===== src/rtl/fetch_pkg.sv =====
//==============================================================================
// Module   : fetch_pkg
// Desc     : Shared types and constants for the instruction fetch stage:
//            FSM state encoding, instruction width, opcode field positions
//            and the op codes understood by the execute stage.
// Revision : 1.0 - initial release
//==============================================================================
`default_nettype none

package fetch_pkg;

    localparam int OPW = 16;

    // Instruction field layout: op | rA | rB | rC | imm
    localparam int OP_MSB  = 15;
    localparam int OP_LSB  = 13;
    localparam int RA_MSB  = 12;
    localparam int RA_LSB  = 10;
    localparam int RB_MSB  = 9;
    localparam int RB_LSB  = 7;
    localparam int RC_MSB  = 6;
    localparam int RC_LSB  = 4;
    localparam int IMM_MSB = 3;
    localparam int IMM_LSB = 0;

    localparam logic [2:0] OP_ADD  = 3'b000;
    localparam logic [2:0] OP_ADDI = 3'b001;
    localparam logic [2:0] OP_SUBI = 3'b010;
    localparam logic [2:0] OP_SUB  = 3'b011;

    typedef enum logic [1:0] {
        ST_IDLE  = 2'd0,
        ST_FETCH = 2'd1,
        ST_DRAIN = 2'd2,
        ST_DONE  = 2'd3
    } fetch_state_t;

    function automatic logic [2:0] op_field(input logic [OPW-1:0] word);
        return word[OP_MSB:OP_LSB];
    endfunction

endpackage

`default_nettype wire


===== src/rtl/fetch_skid_buf.sv =====
//==============================================================================
// Module   : fetch_skid_buf
// Desc     : Two-entry valid/ready output buffer with occupancy count. The
//            head entry is presented directly, so the output word stays put
//            until it is accepted.
// Revision : 1.0 - initial release
//==============================================================================
`default_nettype none

module fetch_skid_buf #(
    parameter int W = 16
) (
    input  logic         clk,
    input  logic         rst_n,
    input  logic         push,
    input  logic [W-1:0] push_data,
    output logic [W-1:0] out_data,
    output logic         out_valid,
    input  logic         out_ready,
    output logic [1:0]   count
);

    logic [W-1:0] r_entry [2];
    logic         r_wptr;
    logic         r_rptr;
    logic [1:0]   r_count;
    logic         w_pop;

    assign out_valid = (r_count != 2'd0);
    assign out_data  = r_entry[r_rptr];
    assign count     = r_count;
    assign w_pop     = out_valid && out_ready;

    // Entry storage, pointers and occupancy; the producer never pushes when full
    always_ff @(posedge clk or negedge rst_n) begin
        if (!rst_n) begin
            r_entry[0] <= '0;
            r_entry[1] <= '0;
            r_wptr     <= 1'b0;
            r_rptr     <= 1'b0;
            r_count    <= 2'd0;
        end else begin
            if (push) begin
                r_entry[r_wptr] <= push_data;
                r_wptr          <= ~r_wptr;
            end
            if (w_pop) begin
                r_rptr <= ~r_rptr;
            end
            r_count <= r_count + {1'b0, push} - {1'b0, w_pop};
        end
    end

endmodule

`default_nettype wire


===== src/rtl/instr_fetch.sv =====
//==============================================================================
// Module   : instr_fetch
// Desc     : Instruction fetch stage. Holds a writable program memory and a
//            program counter; after start, streams words 0..end_addr to the
//            execute stage over valid/ready through a 2-entry buffer.
// Options  : INSTR_FETCH_LOOP_EN - wrap from end_addr back to address 0 and
//            run until stop instead of ending after end_addr.
// Revision : 1.0 - initial release
//==============================================================================
`default_nettype none

module instr_fetch #(
    parameter int ADDR_W = 4,
    parameter int OPW    = fetch_pkg::OPW
) (
    input  logic              clk,
    input  logic              rst_n,
    input  logic              wr_en,
    input  logic [ADDR_W-1:0] wr_addr,
    input  logic [OPW-1:0]    wr_data,
    input  logic              start,
    input  logic              stop,
    input  logic [ADDR_W-1:0] end_addr,
    output logic [OPW-1:0]    opcode_out,
    output logic              opcode_valid,
    input  logic              opcode_ready,
    output logic [ADDR_W-1:0] pc,
    output logic              busy,
    output logic              done
);

    import fetch_pkg::*;

    localparam int DEPTH = 2 ** ADDR_W;

    fetch_state_t      r_state;
    fetch_state_t      w_state_next;
    logic [ADDR_W-1:0] r_pc;
    logic [ADDR_W-1:0] r_end_addr;
    logic [OPW-1:0]    r_mem [DEPTH];
    logic [1:0]        w_count;
    logic              w_idle_like;
    logic              w_start_ok;
    logic              w_issue;
    logic              w_at_end;
    logic              w_pop;

    // Writes and start are only honoured when no run is active
    assign w_idle_like = (r_state == ST_IDLE) || (r_state == ST_DONE);
    assign w_start_ok  = start && w_idle_like;
    // Issue only while the buffer can absorb the word arriving next edge
    assign w_issue     = (r_state == ST_FETCH) && (w_count < 2'd2);
    assign w_at_end    = (r_pc == r_end_addr);
    assign w_pop       = opcode_valid && opcode_ready;
    assign pc          = r_pc;

    // Program memory write port (not reset)
    always_ff @(posedge clk) begin
        if (wr_en && w_idle_like) begin
            r_mem[wr_addr] <= wr_data;
        end
    end

    // State register
    always_ff @(posedge clk or negedge rst_n) begin
        if (!rst_n) begin
            r_state <= ST_IDLE;
        end else begin
            r_state <= w_state_next;
        end
    end

    // Next-state and status outputs
    always_comb begin
        w_state_next = r_state;
        busy         = 1'b0;
        done         = 1'b0;
        case (r_state)
            ST_IDLE: begin
                if (start) w_state_next = ST_FETCH;
            end
            ST_FETCH: begin
                busy = 1'b1;
`ifdef INSTR_FETCH_LOOP_EN
                if (stop) w_state_next = ST_DRAIN;
`else
                if (stop || (w_issue && w_at_end)) w_state_next = ST_DRAIN;
`endif
            end
            ST_DRAIN: begin
                busy = 1'b1;
                // Finish once the buffer is empty after this cycle's transfer
                if ((w_count == 2'd0) || ((w_count == 2'd1) && w_pop)) begin
                    w_state_next = ST_DONE;
                end
            end
            ST_DONE: begin
                done = 1'b1;
                if (start) w_state_next = ST_FETCH;
            end
            default: w_state_next = ST_IDLE;
        endcase
    end

    // Program counter and latched end address
    always_ff @(posedge clk or negedge rst_n) begin
        if (!rst_n) begin
            r_pc       <= '0;
            r_end_addr <= '0;
        end else if (w_start_ok) begin
            r_pc       <= '0;
            r_end_addr <= end_addr;
        end else if (w_issue) begin
`ifdef INSTR_FETCH_LOOP_EN
            r_pc <= w_at_end ? '0 : r_pc + 1'b1;
`else
            r_pc <= r_pc + 1'b1;
`endif
        end
    end

    // The buffer entry register doubles as the synchronous memory read register
    fetch_skid_buf #(
        .W (OPW)
    ) u_skid (
        .clk       (clk),
        .rst_n     (rst_n),
        .push      (w_issue),
        .push_data (r_mem[r_pc]),
        .out_data  (opcode_out),
        .out_valid (opcode_valid),
        .out_ready (opcode_ready),
        .count     (w_count)
    );

endmodule

`default_nettype wire


===== config.mk =====
export PLATFORM = sky130hd
export DESIGN_NAME = instr_fetch
export DESIGN_NICKNAME = d
export VERILOG_FILES = /design/src/rtl/fetch_pkg.sv /design/src/rtl/fetch_skid_buf.sv /design/src/rtl/instr_fetch.sv
export SDC_FILE = /design/constraint.sdc
export NUM_CORES = 1
export LEC_CHECK = 0
export CAP_MARGIN = 0
export CORE_UTILIZATION = 60
export CTS_BUF_LIST = sky130_fd_sc_hd__clkbuf_16
export DETAILED_ROUTE_END_ITERATION = 10
export GPL_ROUTABILITY_DRIVEN = 0
export PLACE_DENSITY = 0.79
export SLEW_MARGIN = 20
export SYNTH_ARGS = -nofsm -noshare
export SYNTH_HDL_FRONTEND = slang
export SYNTH_SLANG_ARGS = --single-unit

===== constraint.sdc =====
create_clock -name clk -period 4.2 [get_ports clk]
set_input_delay 0.84 -clock clk [delete_from_list [all_inputs] [get_ports clk]]
set_output_delay 0.84 -clock clk [all_outputs]
set_load 0.03 [all_outputs]

==> run_results.csv <==
group,metric,value,unit
run_status,status,"complete, no violations",
placed_design,detailed_place_hpwl,14730,um
clocking,cts_sinks,302,
global_route,grt.met2_usage,41.60,%
synth,synth.area.mux_share,16.93,%
power_and_ir_drop,leakagePower,0.004717,uW
synth,ys_warn_count,0,
timing,fin_crit_sh,75.59,%
drt,via_per_inst,6.228,
synth,synth-xor-area-share,0.7237,%
drt,drt-pass1-iter-count,4,
timing,skew,0.008786,ns
clocking,cts_setup_buffers,0,
synth,synth_top_family_by_area,"multiplexers",
clocking,cts_resized,0,
global_route,grtUsageTotal,25.32,%
layout,fin_util,70.91,%
floorplan,num_rows,51,
synth,syn_nets,674,
timing,final.setup.worst_slack,1.025,ns
timing,finalSetupTns,0,ns
synth,yosys.area_share.simple,4.073,%
clocking,cts_buffer_depth,3,
synth,avgSynthCellArea,19.00,um2
timing,tightest_slew,0.9797,ns
drt,ant_nets,0,
global_route,grt_overflow,0,
power_and_ir_drop,p_per_area,571.4,mW/mm2
timing,relSlewSlack,34.45,%
worst_setup_path,crit_arrival,2.33,ns
layout,multi_input_comb_area,0.003079,mm2
timing,finalMaxSlewViolations,0,
worst_setup_path,path_class,"reg -> out",
floorplan,die_width,144.0,um
layout,n_antenna_cell,0,
floorplan,num_io_pins,53,
clocking,clk_latency,0.54,ns
timing,rsz0062_at_grt,"no",
clocking,cts_tree,"built",
synth,synth-seq-area-share,73.03,%
drt,wire_per_inst,24.65,um
drt,drc_errors,0,
global_route,antenna_found_initial,0,
worst_setup_path,cp_max_fo,17,
synth,synth_top_area_share,63.52,%
timing,finalSetupViolCount,0,
clocking,hold_buffers,0,
clocking,htreeDepth,1,
layout,finalNetCount,746,
placed_design,dp_worst_setup_slack,1.357,ns
layout,mostFrequentLayoutCells,"edfxtp_1 (256), nand2_1 (70), clkdlybuf4s50_1 (51)",
global_route,grt_start_max_net_pins,47,
worst_setup_path,crit_required,3.36,ns
layout,area_growth,14.77,%
timing,fin_crit,3.175,ns
drt,vias,6191,
global_route,grt_pass1_vias,6399,
synth,ys_top_cells_by_area,"edfxtp_1 (64%), dfrtp_1 (9.5%), mux4_2 (8.9%)",
floorplan,fp.coreArea,0.01959,mm2
placed_design,portBuffers,52,
layout,post_route_cells_drive_above_1_share,22.77,%
global_route,use_met3,4.503,%
synth,synth_compound_area_share,2.822,%
worst_setup_path,cp-start-kind,"flop",
global_route,met1_usage,34.77,%
floorplan,start_util,61.78,%
synth,synth_adder_area_share,0.7237,%
layout,layout_commonest_cell,"edfxtp_1",
clocking,clkTransAtPathRegs,0.06,ns
clocking,cts_buffers,29,
job,maxCapViolations,0,
layout,fill_cells,1180,
global_route,busiest_layer,"met2",
worst_setup_path,end_kind,"output pin",
synth,syn_area,0.01210,mm2
floorplan,die_h,144.0,um
synth,synth_cell_types,36,
layout,seqCellArea,0.008843,mm2
drt,wl,24500,um
synth,yosys.area.top_type,"edfxtp_1",
timing,max_freq,315.0,MHz
synth,syn_inst,637,
drt,drt_iter0_markers,451,
timing,hold_violations,0,
synth,synth_seq_cells,302,
floorplan,die_area,0.02074,mm2
clocking,cts-root-buf,"clkbuf_16",
min_path,hp-class,"in -> async",
power_and_ir_drop,peakVddDrop,0.4110,mV
global_route,grt_pass1_wl,37550,um
## flip-flops by register name, indices dropped and copies added, names as in the netlist
signal / count
u_skid.r_rptr: 1
pc: 4
r_end_addr: 4
r_mem: 256
u_skid.r_entry: 32
u_skid.r_wptr: 1
u_skid.count: 2
r_state: 2
## cells in the mapped netlist
library cell / number
nor2_1: 20
and3_1: 1
nand3_1: 2
inv_1: 6
dfrtp_1: 46
and2_1: 2
mux4_1: 12
nor3_1: 4
mux4_2: 48
a21oi_1: 5
a32o_1: 1
or3_1: 2
xor2_1: 7
o31ai_1: 2
buf_4: 1
a22oi_1: 34
buf_1: 2
ha_1: 7
buf_2: 8
nand2_1: 70
nand2b_1: 2
or3b_1: 1
mux2_2: 50
nand4b_1: 1
o311ai_0: 2
nand3b_1: 1
buf_6: 7
xnor2_1: 3
or2_2: 1
o21ai_0: 2
nand4_1: 3
o2111ai_1: 1
edfxtp_1: 256
nor2b_1: 5
mux2i_1: 9
clkbuf_1: 13
## worst max-delay path, cell delays in order, from the launching register on
cell and delay (ns):
dfrtp_1 0.78, mux2_2 0.42, clkdlybuf4s50_1 0.59
## final cells by class
class	instances	area share, %
Timing Repair Buffer	72	4.900
Clock inverter	22	1.495
Multi-Input combinational cell	298	22.17
Clock buffer	29	5.224
Inverter	6	0.1621
Sequential cell	302	63.66
Tap cell	265	2.387
## routing by layer
metal  up-vias  part of all wire [%]  routed length (um)
met5         -                     0                   0
met4         0                   2.9                 719
met3        56                   6.0                1481
met2       242                    50               12210
met1      3206                    41               10090
li1       2687                     -                   -
## path summary, 6_finish.rpt
check	startpoint	slack (ns)	cells after the start	endpoint
setup / recovery	u_skid.r_rptr	1.03	2	opcode_out[1]
hold / removal	rst_n	0.30	1	r_state[0]
setup reg to reg	r_state[1]	1.48	6	u_skid.r_entry[19]
hold reg to reg	u_skid.r_entry[8]	0.46	2	u_skid.r_entry[8]
max in group asynchronous	rst_n	3.48	1	pc[2]
min in group clk	u_skid.r_entry[8]	0.46	2	u_skid.r_entry[8]
## kinds of logic (layout without fill, tap and decap cells)
kind of cell	count (synthesis)	count (layout)
AOI/OAI and AO/OA	47	47
adders and majority gates	7	7
and+or+nand+nor	115	115
muxes	119	119
xor gates and xnor gates	10	10
buffers and inverters	37	129
DFF	302	302
## report_power, final
| group | switching (uW) | internal, uW |
|---|---|---|
| Sequential | 189 | 3530 |
| Combinational | 947 | 724 |
| Clock | 1050 | 1490 |
## per-stage QoR
stage	cell area, um2	total power (uW)	cells	hold slack, ns
after global placement	12950	5371	943	0.4475
after detailed placement	12950	5444	943	0.4522
after floorplan	12100	4859	637	0.4331
after global routing	13890	8263	994	0.3386
final	13890	7937	994	0.2971
after CTS	13890	7991	994	0.4684
Note: power is estimated with default switching activity, not from simulation.
